File: src/rtl/mem_port_arbiter_pkg.sv
// Shared types, memory map and id constants for the data-memory port arbiter.
package mem_port_arbiter_pkg;

  localparam logic [31:0] InstStartFrom       = 32'h0000_0000;
  localparam logic [31:0] InstSpace           = 32'h0001_0000;
  localparam logic [31:0] MemStaticStartFrom  = 32'h1000_0000;
  localparam logic [31:0] MemStaticSpace      = 32'h0000_0020;
  localparam logic [31:0] MemDynamicStartFrom = 32'h1000_8000;
  localparam logic [31:0] MemDynamicSpace     = 32'h0000_8000;

  localparam logic REQ_IF = 1'b0;
  localparam logic REQ_LS = 1'b1;

  typedef enum logic [1:0] {
    INST    = 2'd0,
    STATIC  = 2'd1,
    DYNAMIC = 2'd2,
    NONE    = 2'd3
  } region_t;

  typedef enum logic [1:0] {
    IDLE  = 2'd0,
    ISSUE = 2'd1,
    WAIT  = 2'd2,
    FAULT = 2'd3
  } arb_state_t;

  typedef struct packed {
    logic [31:0] addr;
    logic        we;
    logic [31:0] wdata;
    logic        id;
    region_t     region;
  } req_t;

  // Half-open window test done in 33 bits so base+size never wraps.
  function automatic logic in_window(input logic [31:0] addr,
                                     input logic [31:0] base,
                                     input logic [31:0] size);
    logic [32:0] a;
    logic [32:0] lo;
    logic [32:0] hi;
    a  = {1'b0, addr};
    lo = {1'b0, base};
    hi = lo + {1'b0, size};
    return (a >= lo) && (a < hi);
  endfunction

endpackage

File: src/rtl/mem_port_arbiter_addr_region_decode.sv
// Purpose: classify a byte address into a memory region and flag illegal access.
// Latency: combinational. Backpressure: none, pure decode.
module addr_region_decode
  import mem_port_arbiter_pkg::*;
(
  input  logic [31:0] addr,
  input  logic        id,
  output region_t     region,
  output logic        fault
);

  always_comb begin
    region = NONE;
    if (in_window(addr, InstStartFrom, InstSpace)) begin
      region = INST;
    end else if (in_window(addr, MemStaticStartFrom, MemStaticSpace)) begin
      region = STATIC;
    end else if (in_window(addr, MemDynamicStartFrom, MemDynamicSpace)) begin
      region = DYNAMIC;
    end

    fault = (addr[1:0] != 2'b00);
    if (id == REQ_IF) begin
      if (region != INST) fault = 1'b1;
    end else begin
      if ((region != STATIC) && (region != DYNAMIC)) fault = 1'b1;
    end
  end

endmodule

File: src/rtl/mem_port_arbiter.sv
// Purpose: share one data-memory port between fetch and load/store, one transaction in flight.
// Latency: 3+ cycles accept-to-response for memory, 1 for faults; ready only in IDLE (ARB_FAIR_EN adds IF anti-starvation).
module mem_port_arbiter
  import mem_port_arbiter_pkg::*;
#(
  parameter int MaxLsuStreak = 4
) (
  input  logic        clk,
  input  logic        rst,
  input  logic        if_req_valid,
  output logic        if_req_ready,
  input  logic [31:0] if_req_addr,
  input  logic        ls_req_valid,
  output logic        ls_req_ready,
  input  logic [31:0] ls_req_addr,
  input  logic        ls_req_we,
  input  logic [31:0] ls_req_wdata,
  output logic        rsp_valid,
  output logic        rsp_id,
  output logic [31:0] rsp_data,
  output logic        rsp_fault,
  output logic        mem_req_valid,
  input  logic        mem_req_ready,
  output logic [31:0] mem_req_addr,
  output logic        mem_req_we,
  output logic [31:0] mem_req_wdata,
  output logic [1:0]  mem_req_region,
  input  logic        mem_rsp_valid,
  input  logic [31:0] mem_rsp_rdata
);

  if ((MaxLsuStreak < 1) || (MaxLsuStreak > 15)) begin : g_bad_streak
    $error("MaxLsuStreak must be within 1..15");
  end

  arb_state_t  state_q, state_d;
  req_t        req_q;
  logic        force_if, grant_ls, grant_if, accept;
  logic        sel_id;
  logic [31:0] sel_addr;
  region_t     dec_region;
  logic        dec_fault;

  assign grant_ls = ls_req_valid && !force_if;
  assign grant_if = if_req_valid && !grant_ls;
  assign sel_id   = grant_ls ? REQ_LS : REQ_IF;
  assign sel_addr = grant_ls ? ls_req_addr : if_req_addr;

  addr_region_decode u_decode (
    .addr   (sel_addr),
    .id     (sel_id),
    .region (dec_region),
    .fault  (dec_fault)
  );

  always_comb begin
    state_d       = state_q;
    if_req_ready  = 1'b0;
    ls_req_ready  = 1'b0;
    mem_req_valid = 1'b0;
    case (state_q)
      IDLE: begin
        if (!rst) begin
          ls_req_ready = grant_ls;
          if_req_ready = grant_if;
        end
        if (grant_ls || grant_if) state_d = dec_fault ? FAULT : ISSUE;
      end
      ISSUE: begin
        mem_req_valid = 1'b1;
        if (mem_req_ready) state_d = WAIT;
      end
      WAIT: begin
        if (mem_rsp_valid) state_d = IDLE;
      end
      FAULT: state_d = IDLE;
      default: state_d = IDLE;
    endcase
  end

  assign accept = if_req_ready || ls_req_ready;

  always_ff @(posedge clk or posedge rst) begin
    if (rst) begin
      state_q <= IDLE;
      req_q   <= '0;
    end else begin
      state_q <= state_d;
      if (accept) begin
        req_q.addr   <= sel_addr;
        req_q.we     <= grant_ls && ls_req_we;
        req_q.wdata  <= (grant_ls && ls_req_we) ? ls_req_wdata : '0;
        req_q.id     <= sel_id;
        req_q.region <= dec_region;
      end
    end
  end

  // Faults respond from the accept itself, so the response shows up while in FAULT.
  always_ff @(posedge clk or posedge rst) begin
    if (rst) begin
      rsp_valid <= 1'b0;
      rsp_id    <= 1'b0;
      rsp_data  <= '0;
      rsp_fault <= 1'b0;
    end else begin
      rsp_valid <= 1'b0;
      rsp_id    <= 1'b0;
      rsp_data  <= '0;
      rsp_fault <= 1'b0;
      if (accept && dec_fault) begin
        rsp_valid <= 1'b1;
        rsp_id    <= sel_id;
        rsp_fault <= 1'b1;
      end else if ((state_q == WAIT) && mem_rsp_valid) begin
        rsp_valid <= 1'b1;
        rsp_id    <= req_q.id;
        rsp_data  <= req_q.we ? '0 : mem_rsp_rdata;
      end
    end
  end

  assign mem_req_addr   = req_q.addr;
  assign mem_req_we     = req_q.we;
  assign mem_req_wdata  = req_q.wdata;
  assign mem_req_region = req_q.region;

`ifdef ARB_FAIR_EN
  logic [3:0] streak_q;

  always_ff @(posedge clk or posedge rst) begin
    if (rst) begin
      streak_q <= '0;
    end else if (!if_req_valid || if_req_ready) begin
      streak_q <= '0;
    end else if (ls_req_ready) begin
      streak_q <= streak_q + 4'd1;
    end
  end

  assign force_if = if_req_valid && (streak_q == 4'(MaxLsuStreak));
`else
  assign force_if = 1'b0;
`endif

`ifndef SYNTHESIS
  always_ff @(posedge clk) begin
    if (!rst) begin
      assert (!(mem_rsp_valid && (state_q != WAIT)))
        else $warning("mem_rsp_valid outside WAIT ignored");
    end
  end
`endif

endmodule

File: config.mk
export PLATFORM = sky130hd
export DESIGN_NAME = mem_port_arbiter
export DESIGN_NICKNAME = d
export VERILOG_FILES = /design/src/rtl/mem_port_arbiter_pkg.sv /design/src/rtl/mem_port_arbiter_addr_region_decode.sv /design/src/rtl/mem_port_arbiter.sv
export SDC_FILE = /design/constraint.sdc
export NUM_CORES = 1
export LEC_CHECK = 0
export BUFFER_PORTS_ARGS = -buffer_cell sky130_fd_sc_hd__buf_4
export CAP_MARGIN = 20
export CORE_MARGIN = 1
export CORE_UTILIZATION = 46
export CTS_CLUSTER_SIZE = 16
export DETAILED_ROUTE_END_ITERATION = 10
export HOLD_SLACK_MARGIN = 0.02
export PLACE_DENSITY = 0.81
export SYNTH_ARGS = -nofsm -noshare
export SYNTH_HDL_FRONTEND = slang
export SYNTH_SLANG_ARGS = --single-unit
File: constraint.sdc
create_clock -name clk -period 4.3 [get_ports clk]
set_input_delay 0.645 -clock clk [delete_from_list [all_inputs] [get_ports clk]]
set_output_delay 0.645 -clock clk [all_outputs]
set_load 0.02 [all_outputs]
==> results of run 1 <==
[critical path, cell delays in order]
cell and delay (ns):
buf_4 0.53, nor4b_2 0.31, nand4_1 0.14, a21oi_2 0.27, and2_1 0.17, ha_1 0.13
nor4b_1 0.26, a31oi_1 0.13, and2_1 0.24, nand2b_1 0.13
[where the power goes]
| part | total [mW] | internal [mW] | switching (mW) |
|---|---|---|---|
| registers | 1.52 | 1.33 | 0.191 |
| logic | 1.59 | 0.728 | 0.864 |
| clock network | 0.577 | 0.223 | 0.354 |
| total | 3.69 | 2.28 | 1.41 |
[cells in the mapped netlist, drive strengths merged (2+ instances only)]
cell,n
a21oi,4
a22o,32
a31oi,4
and2,36
buf,81
clkbuf,7
dfrtp,105
inv,3
mux2i,32
nand2,33
nand4,2
nor2,10
nor2b,2
nor3,5
nor4,9
nor4b,3
o21ai,33
[cells by family (layout without fill, tap and decap cells)]
group,after synthesis,in the layout,share of synthesized area
compound gates,79,79,0.115
fa+ha+maj,1,1,0.00265
buf+inv,91,263,0.138
flops,105,105,0.556
mux,32,32,0.0677
simple gates,105,105,0.121
[registers in the layout, indices dropped and copies added (netlist names), 2 cells and up]
name / count
mem_req_wdata: 32
state_q: 2
mem_req_addr: 32
rsp_data: 32
mem_req_region: 2
[worst max-delay path by stage]
stage                 startpoint                     endpoint  cells after the start
global placement    ls_req_valid          rsp_valid$_DFF_PP0_                     10
CTS                 ls_req_valid          rsp_valid$_DFF_PP0_                     10
global route        ls_req_valid          rsp_valid$_DFF_PP0_                     10
detailed placement  ls_req_valid          rsp_valid$_DFF_PP0_                     10
finish              ls_req_valid          rsp_valid$_DFF_PP0_                     10
floorplan                    rst  mem_req_addr[0]$_DFFE_PP0N_                      1
[through the flow]
step	setup slack, ns	util
3_5_place_dp	1.20	0.618
2_1_floorplan	0.894	-
3_3_place_gp	1.31	0.618
5_1_grt	1.43	0.641
4_1_cts	1.59	0.637
6_report	1.57	0.641
[area by class of cell]
type / count / area [um2]
clock buffer: 9 / 124
clock inverter: 7 / 65.1
tap: 133 / 166
fill: 783 / 3540
sequential: 105 / 2630
inverter: 3 / 13.8
timing repair buffer: 244 / 1870
multi-input combinational: 217 / 1460
[layer usage]
layer | global-route usage | part of all wire | vias up
met2 | 0.335 | 0.50 | 153
met5 | 0 | 0 | -
met3 | 0.0571 | 0.082 | 22
li1 | - | - | 1685
met4 | 0.0878 | 0.026 | 0
met1 | 0.244 | 0.40 | 1649
[placed cells by master, fill, tap and decap left out, drive strengths merged, types with 2 or more instances in the layout]
cell | Yosys | routed
buf | 81 | 244
dfrtp | 105 | 105
and2 | 36 | 36
nand2 | 33 | 33
o21ai | 33 | 33
mux2i | 32 | 32
a22o | 32 | 32
nor2 | 10 | 10
nor4 | 9 | 9
clkbuf | 7 | 9
inv | 3 | 6
nor3 | 5 | 5
a31oi | 4 | 4
a21oi | 4 | 4
clkinv | 0 | 4
nor4b | 3 | 3
nand4 | 2 | 2
nor2b | 2 | 2
==> impl_results.md, run 1 <==
* # setup viols final at 0
* Worst reg2reg startpoint: state_q[0]$_DFFE_PP0P_
* Startpoint types: input port
* Pin count of the biggest net entering global routing at 79
* Area growth syn-to-layout at 33.8%
* Postcts setup bufs at 0
* Tot GR Track Use at 0.201
* Final hold vios at 0
* Area after DPL at 0.00609 mm2
* Ant. Diodes at 0
* Worst setup EP type: flip-flop
* Initial antenna violation count at 0
* Distinct cell type count after synthesis at 35
* Min cycle time layout at 2.73 ns
* Required @ worst endpoint at 4.56 ns
* Share of cells above drive strength 1 at 0.453
* Vias in the first global route at 3347
* DR vias/cell at 4.89
* VDD IR max at 0.290 mV
* Crit Path Class: in -> reg
* Net count after synthesis at 549
* Number of synthesis warnings at 0
* Num CTS Buffers at 9
* CTS resizes at 0
* DRT Pass-1 Iters at 4
* Global route overflow at 0
* CP arrival at 2.99 ns
* Clk root buf: clkbuf_8
* Die Width at 103 um
* Reg2Reg Depth at 4
* Clock slew at reported path FFs at 0.11 ns
* Register area share after synthesis at 0.556
* Reg2Reg Setup Slack at 2.58 ns
* WL final at 11.0 mm
* IO Port Bufs at 239
* Hold_ws at 0.272 ns
* Hpwl dp at 8.38 mm
* Pins over their slew limit at 0
* Sink Count at 105
* Final setup skew at 0.0122 ns
* Main synth FF type: dfrtp_1
* Drt initial violations at 68
* Drt drc at 0
* Rows at 36
* Pwr per Cell Area at 583 mW/mm2
* Routed length per placed instance at 15.4 um
* Worst min path class: in -> async
* Status: finished clean
* Unrepaired setup endpoints after global routing: no
* CTS H-tree depth at 3
* DR vias at 3509
* Setup TNS at 0 ns
* Max cap viols at 0
* Post-synth EDFFs at 0
* Synth area leader: dfrtp_1
* Yosys reg bits at 105
* I/O pin count at 240
* Crit path max fanout at 49
* FF-to-FF End: mem_req_wdata[22]$_DFFE_PP0N_
* Placed insts at 700
* Fin cells at 718
* Clock buffer depth at 2
* Final nets at 716
* Slew margin rel. at 0.403
* Core area at 0.00986 mm2
* Finished Cell Area at 0.00632 mm2
* # hold bufs at CTS at 0
* Gpl congestion at 0.843
* Gate count after technology mapping at 413
* Avg Inst Size Synth at 11.4 um2
* Final Power at 3.69 mW
* Crit share post-route at 0.635
* Actual slew at the worst max-slew pin at 0.892 ns
* First-pass GRT wire length at 16.3 mm
* Initial Util at 0.479
* Post-synthesis async set-or-reset flop share at 1.00
* Worst-Skew Late Latency at 0.37 ns
* Pleak at 3.35 nW
* Post-synth top area share at 0.556
* Synth area leaders: dfrtp_1 56%, buf_4 11%, mux2i_1 6.8%
* Die area at 0.0107 mm2
* CTS tree: done
* Post-DRT Antenna Nets at 0
* Post-Syn Area at 0.00473 mm2
* Fmax at 367 MHz
* Vert. Die Dim at 103 um
Note: power is estimated with default switching activity, not from simulation.
==> inputs of run 2 (changes only) <==
==> constraint.sdc (replaced) <==
create_clock -name clk -period 2.65 [get_ports clk]
set_input_delay 0.3975 -clock clk [delete_from_list [all_inputs] [get_ports clk]]
set_output_delay 0.3975 -clock clk [all_outputs]
set_load 0.02 [all_outputs]
==> impl_results.md, run 2 (same netlist as run 1, synthesis figures left out) <==
* Rows at 36 (unchanged)
* Ant. Diodes at 0 (unchanged)
* Crit path max-delay cell type: nor4_1
* Filler Cell Count at 773 (-1.3%)
* Clock network fraction of design power at 0.164 (+0.007)
* VDD IR max at 0.484 mV (+67%)
* DR vias/cell at 4.91 (+0.38%)
* Reg2Reg Depth at 4 (unchanged)
* Share of cells above drive strength 1 at 0.455 (+0.00202)
* DRT Pass-1 Iters at 4 (unchanged)
* Status: finished clean
* Unrepaired setup endpoints after global routing: no
* Drt drc at 0 (unchanged)
* CTS H-tree depth at 3 (unchanged)
* Clk root buf: clkbuf_8
* IO Port Bufs at 239 (unchanged)
* Die Width at 103 um (unchanged)
* Gpl congestion at 0.835 (-0.91%)
* Num CTS Buffers at 9 (unchanged)
* Clock slew at reported path FFs at 0.09 ns (-0.02 ns)
* Hpwl dp at 8.77 mm (+4.7%)
* Clock buffer depth at 2 (unchanged)
* Hold_ws at 0.117 ns (-0.155 ns)
* # hold bufs at CTS at 0 (unchanged)
* Sink Count at 105 (unchanged)
* Final nets at 720 (+0.56%)
* Max cap viols at 0 (unchanged)
* Final Power at 6.05 mW (+64%)
* Psw at 2.27 mW (+61%)
* Slew margin rel. at 0.606 (+0.203)
* Final hold vios at 0 (unchanged)
* Sequential share of power at 0.409 (-0.003)
* Vias in the first global route at 3487 (+4.2%)
* Register area at 0.00263 mm2 (unchanged)
* Worst setup EP type: flip-flop
* Global route overflow at 0 (unchanged)
* Vert. Die Dim at 103 um (unchanged)
* Commonest non-fill, non-tap cell in the layout: buf_4
* Commonest cells after routing, fill and taps aside: 246 x buf_4, 105 x dfrtp_1, 36 x and2_1
* First-pass GRT wire length at 16.5 mm (+1.7%)
* I/O pin count at 240 (unchanged)
* Worst min path class: in -> async
* Crit path max-delay family: simple AND/OR/NAND/NOR gates
* DR vias at 3542 (+0.94%)
* Initial antenna violation count at 0 (unchanged)
* Post-Route Utilization at 0.644 (+0.00304)
* Max stage delay on crit path at 0.41 ns (-0.12 ns)
* CP arrival at 2.33 ns (-0.66 ns)
* Crit Path Class: in -> reg
* Min cycle time layout at 2.09 ns
* CP most frequent cell: and2_1
* Pleak at 3.36 nW (+0.29%)
* Pin count of the biggest net entering global routing at 70 (-11%)
* Crit share post-route at 0.788
* Startpoint types: input port
* Actual slew at the worst max-slew pin at 0.590 ns (-0.302 ns)
* Reg2Reg Setup Slack at 0.99 ns (-1.59 ns)
* WL final at 11.3 mm (+2.2%)
* Worst reg2reg startpoint: state_q[0]$_DFFE_PP0P_
* Area growth syn-to-layout at 34.4%
* Tot GR Track Use at 0.206 (+0.00531)
* Core area at 0.00986 mm2 (unchanged)
* Internal at 3.78 mW (+66%)
* Initial Util at 0.479 (unchanged)
* Logic pwr share at 0.427 (-0.005)
* Switch share at 0.375 (-0.00755)
* Postcts setup bufs at 0 (unchanged)
* Worst-Skew Late Latency at 0.36 ns (about the same)
* Drt initial violations at 87 (+28%)
* Die area at 0.0107 mm2 (unchanged)
* Fmax at 479 MHz
* Buf+Inv Stages, Crit Path at 1 (unchanged)
* Multi-input logic area at 0.00146 mm2 (unchanged)
* Crit-path cells: buf_4 > nor4_1 > nand4_1 > a21oi_2 > and2_1 > ha_1 > nor4b_1 > a31oi_1 > and2_1 > nand2b_1
* Final setup skew at 0.0103 ns (-0.00188 ns)
* Routed length per placed instance at 15.6 um (+1.6%)
* # setup viols final at 0 (unchanged)
* Setup TNS at 0 ns (unchanged)
* CTS resizes at 0 (unchanged)
* Crit path max fanout at 4 (-92%)
* Post-DRT Antenna Nets at 0 (unchanged)
* Required @ worst endpoint at 2.89 ns (-1.67 ns)
* FF-to-FF End: mem_req_wdata[19]$_DFFE_PP0N_
* Pwr per Cell Area at 952 mW/mm2 (+63%)
* Pins over their slew limit at 0 (unchanged)
* CTS tree: done
-- run 2: cell type report --
cell class | count | area share
multi-input cells | 217 | 0.229
clock inverters | 6 | 0.0118
repair buffers | 248 | 0.297
flip-flops and latches | 105 | 0.413
well taps | 133 | 0.0262
clock buffers | 10 | 0.0201
inverters | 3 | 0.00236
-- run 2: metrics by stage --
stage               setup slack [ns]  instance area [um2]  std cells
finish                         0.563                 6350        722
global route                   0.407                 6350        722
CTS                            0.582                 6350        722
detailed placement             0.186                 6150        706
global placement               0.309                 6150        706
floorplan                      0.585                 4730        413
-- run 2: per-layer routing --
layer / wire, um / track usage / part of all wire
met1: 4350 / 0.232 / 0.39
met2: 5880 / 0.375 / 0.52
met3: 922 / 0.0558 / 0.082
met4: 139 / 0.0748 / 0.012
met5: 0 / 0 / 0
-- run 2: worst max-delay path by stage --
stage,to,cells after the start,startpoint
after global placement,rsp_valid$_DFF_PP0_,10,ls_req_addr[18]
after floorplan,rsp_valid$_DFF_PP0_,10,ls_req_valid
after global routing,rsp_valid$_DFF_PP0_,10,if_req_addr[18]
after detailed placement,rsp_valid$_DFF_PP0_,10,if_req_addr[18]
after CTS,rsp_valid$_DFF_PP0_,10,if_req_addr[18]
final,rsp_valid$_DFF_PP0_,10,if_req_addr[18]
-- run 2: power by group through the flow --
stage	registers, mW	clock network (mW)	logic [mW]
after detailed placement	2.50	0	2.61
after CTS	2.47	1.03	2.61
after global placement	2.47	0	2.55
after floorplan	2.52	0	1.96
after global routing	2.55	1.09	2.78
final	2.47	0.993	2.58
==> inputs of run 3 (changes only) <==
--- a/config.mk
+++ b/config.mk
@@ -5,10 +5,11 @@
 export SDC_FILE = /design/constraint.sdc
 export NUM_CORES = 1
 export LEC_CHECK = 0
+export ABC_AREA = 1
 export BUFFER_PORTS_ARGS = -buffer_cell sky130_fd_sc_hd__buf_4
 export CAP_MARGIN = 20
 export CORE_MARGIN = 1
-export CORE_UTILIZATION = 46
+export CORE_UTILIZATION = 47
 export CTS_CLUSTER_SIZE = 16
 export DETAILED_ROUTE_END_ITERATION = 10
 export HOLD_SLACK_MARGIN = 0.02
==> constraint.sdc (replaced) <==
create_clock -name clk -period 2 [get_ports clk]
set_input_delay 0.3 -clock clk [delete_from_list [all_inputs] [get_ports clk]]
set_output_delay 0.3 -clock clk [all_outputs]
set_load 0.02 [all_outputs]
==> impl_results.md, run 3 <==
* Post-Route Utilization at 0.657 (+0.0131)
* CTS H-tree depth at 3 (unchanged)
* Max stage delay on crit path at 0.22 ns (-0.19 ns)
* Worst-Skew Late Latency at 0.37 ns (about the same)
* Reg2Reg Depth at 6 (+2)
* Switch share at 0.393 (+0.0185)
* Commonest cells post-synth: 181 x nand2_1, 105 x dfrtp_1, 67 x buf_4
* Status: finished clean
* Max cap viols at 0 (unchanged)
* CP Depth at 16 (+6)
* Crit path max-delay family: simple AND/OR/NAND/NOR gates
* Initial Util at 0.487 (+0.00752)
* Final setup margin at 0.234 ns (-0.328 ns)
* Post-synth top area share at 0.520 (-0.0353)
* Worst min path class: in -> async
* Crit path max fanout at 4 (unchanged)
* Share of cells above drive strength 1 at 0.375 (-0.0797)
* Avg Inst Size Synth at 8.62 um2 (-25%)
* Crit share post-route at 0.883
* Crit Path Class: in -> reg
* CP endpoint: rsp_id$_DFF_PP0_
* IO Port Bufs at 239 (unchanged)
* Crit path max-delay cell type: ha_1
* Post-synthesis async set-or-reset flop share at 1.00 (unchanged)
* Final Power at 8.80 mW (+45%)
* Fin cells at 906 (+25%)
* Final hold vios at 0 (unchanged)
* Slew margin rel. at 0.639 (+0.0330)
* Unrepaired setup endpoints after global routing: no
* Area after DPL at 0.00657 mm2 (+6.8%)
* Synth area leader: dfrtp_1
* Post-synth EDFFs at 0 (unchanged)
* Fmax at 566 MHz
* Internal at 5.34 mW (+41%)
* Postcts setup bufs at 0 (unchanged)
* Core area at 0.0104 mm2 (+5.1%)
* Number of synthesis warnings at 0 (unchanged)
* Distinct cell type count after synthesis at 25 (-29%)
* Actual slew at the worst max-slew pin at 0.541 ns (-0.0494 ns)
* Die Width at 106 um (+2.2%)
* Rows at 37 (+2.8%)
* Vert. Die Dim at 106 um (+2.2%)
* Crit-path cells: buf_4 > inv_2 > buf_4 > nand2_1 > nand2_1 > nor2_1 > nand2_1 > nor2_1 > o211ai_1 > inv_1 > ha_1 > nand2_1 > nand2_1 > nand3_1 > nand2_1 > o22ai_1
* CTS resizes at 0 (unchanged)
* Area growth syn-to-layout at 35.0%
* Hold_ws at 0.127 ns (+0.00955 ns)
* Drt initial violations at 332 (+280%)
* Required @ worst endpoint at 2.30 ns (-0.59 ns)
* Startpoint types: input port
* Main synth FF type: dfrtp_1
* Ant. Diodes at 0 (unchanged)
* DRT Pass-1 Iters at 4 (unchanged)
* Drt drc at 0 (unchanged)
* Finished Cell Area at 0.00682 mm2 (+7.3%)
* I/O pin count at 240 (unchanged)
* FF-to-FF End: mem_req_wdata[31]$_DFFE_PP0N_
* Hpwl dp at 9.66 mm (+10%)
* Pwr per Cell Area at 1290 mW/mm2 (+36%)
* Pleak at 3.88 nW (+15%)
* Clock slew at reported path FFs at 0.12 ns (+0.03 ns)
* Clk root buf: clkbuf_8
* Initial antenna violation count at 0 (unchanged)
* Buf+Inv Stages, Crit Path at 4 (+3)
* DR vias at 4424 (+25%)
* Routed length per placed instance at 14.1 um (-10%)
* Worst setup EP type: flip-flop
* Pre-CTS WS at -0.0880 ns (-0.274 ns)
* Tot GR Track Use at 0.228 (+0.0213)
* Sequential share of power at 0.382 (-0.027)
* Clock buffer depth at 2 (unchanged)
* Min cycle time layout at 1.77 ns
* Setup TNS at 0 ns (unchanged)
* Commonest cells after routing, fill and taps aside: 261 x buf_4, 181 x nand2_1, 105 x dfrtp_1
* Num CTS Buffers at 9 (unchanged)
* Gpl congestion at 0.853 (+2.1%)
* VDD IR max at 0.745 mV (+54%)
* Post-Syn Area at 0.00505 mm2 (+6.8%)
* Placed insts at 890 (+26%)
* Clock network fraction of design power at 0.173 (+0.009)
* Sink Count at 105 (unchanged)
* Logic pwr share at 0.445 (+0.018)
* Die area at 0.0112 mm2 (+4.4%)
* Top-count cell post-synth: nand2_1
* Final nets at 901 (+25%)
* Pin count of the biggest net entering global routing at 106 (+51%)
* CP most frequent cell: nand2_1
* Commonest non-fill, non-tap cell in the layout: buf_4
* Pins over their slew limit at 0 (unchanged)
* Post-DRT Antenna Nets at 0 (unchanged)
* Vias in the first global route at 4280 (+23%)
* DR vias/cell at 4.88 (-0.47%)
* Gate count after technology mapping at 586 (+42%)
* Global route overflow at 0 (unchanged)
* Final setup skew at 0.0189 ns (+0.00857 ns)
* First-pass GRT wire length at 20.0 mm (+21%)
* WL final at 12.7 mm (+13%)
* CP arrival at 2.06 ns (-0.27 ns)
* Psw at 3.46 mW (+53%)
* Worst reg2reg startpoint: state_q[0]$_DFFE_PP0P_
* Net count after synthesis at 722 (+32%)
* Crit. Startpoint: ls_req_valid
* Register area share after synthesis at 0.520 (-0.0353)
* # hold bufs at CTS at 0 (unchanged)
* CTS tree: done
* # setup viols final at 0 (unchanged)
* Reg2Reg Setup Slack at 0.48 ns (-0.51 ns)
* Yosys reg bits at 105 (unchanged)
* Synth area leaders: dfrtp_1 52%, nand2_1 13%, buf_4 10%
run 3: cell types whose count changed in the layout (fill, tap and decap cells not counted), moves of 32 or more:
cell | previous run | this run
a22o_1 | 32 | 0
a32o_1 | 0 | 32
and2_1 | 36 | 0
inv_1 | 2 | 57
mux2i_1 | 32 | 0
nand2_1 | 33 | 181
nor2_1 | 10 | 55
run 3: kinds of logic after synthesis:
group	Yosys count	synth area share
AOI/OAI and AO/OA	72	0.106
DFF	105	0.520
and+or+nand+nor	250	0.192
buffers and inverters	158	0.179
adders and majority gates	1	0.00248
run 3: tightest hold or removal path: stages:
cell and delay [ns]:
buf_4 0.12, clkinvlp_4 0.10, buf_12 0.43
run 3: how the worst min path moves through the flow:
stage,to,slack [ns],cells after the start
6_report,state_q[1]$_DFFE_PP0P_,0.13,3
5_1_grt,rsp_data[26]$_DFF_PP0_,0.13,3
4_1_cts,rsp_data[21]$_DFF_PP0_,0.13,3
3_5_place_dp,mem_req_addr[0]$_DFFE_PP0N_,0.48,2
3_3_place_gp,mem_req_region[1]$_DFFE_PP0N_,0.46,2
2_1_floorplan,rsp_data[0]$_DFF_PP0_,0.42,2
run 3: cell type report:
type / instances / area, um2
clock buffer: 9 / 124
clock inverter: 7 / 121
fill: 836 / 3550
inverter: 62 / 236
multi-input combinational: 323 / 1520
sequential: 105 / 2630
tap: 136 / 170
timing repair buffer: 264 / 2020
run 3: layer usage:
layer	wire (um)	vias to the layer above	GRT usage	part of all wire
met2	6500	174	0.407	0.51
li1	-	2132	-	-
met4	248	0	0.0853	0.019
met3	825	19	0.0464	0.065
met5	0	-	0	0
met1	5150	2099	0.269	0.40
run 3: power groups by stage:
| stage | clock (mW) | combinational, mW | sequential [mW] |
|---|---|---|---|
| finish | 1.52 | 3.92 | 3.36 |
| global route | 1.63 | 4.22 | 3.45 |
| CTS | 1.56 | 3.95 | 3.36 |
| detailed placement | 0 | 3.94 | 3.40 |
| global placement | 0 | 3.86 | 3.35 |
| floorplan | 0 | 2.97 | 3.42 |
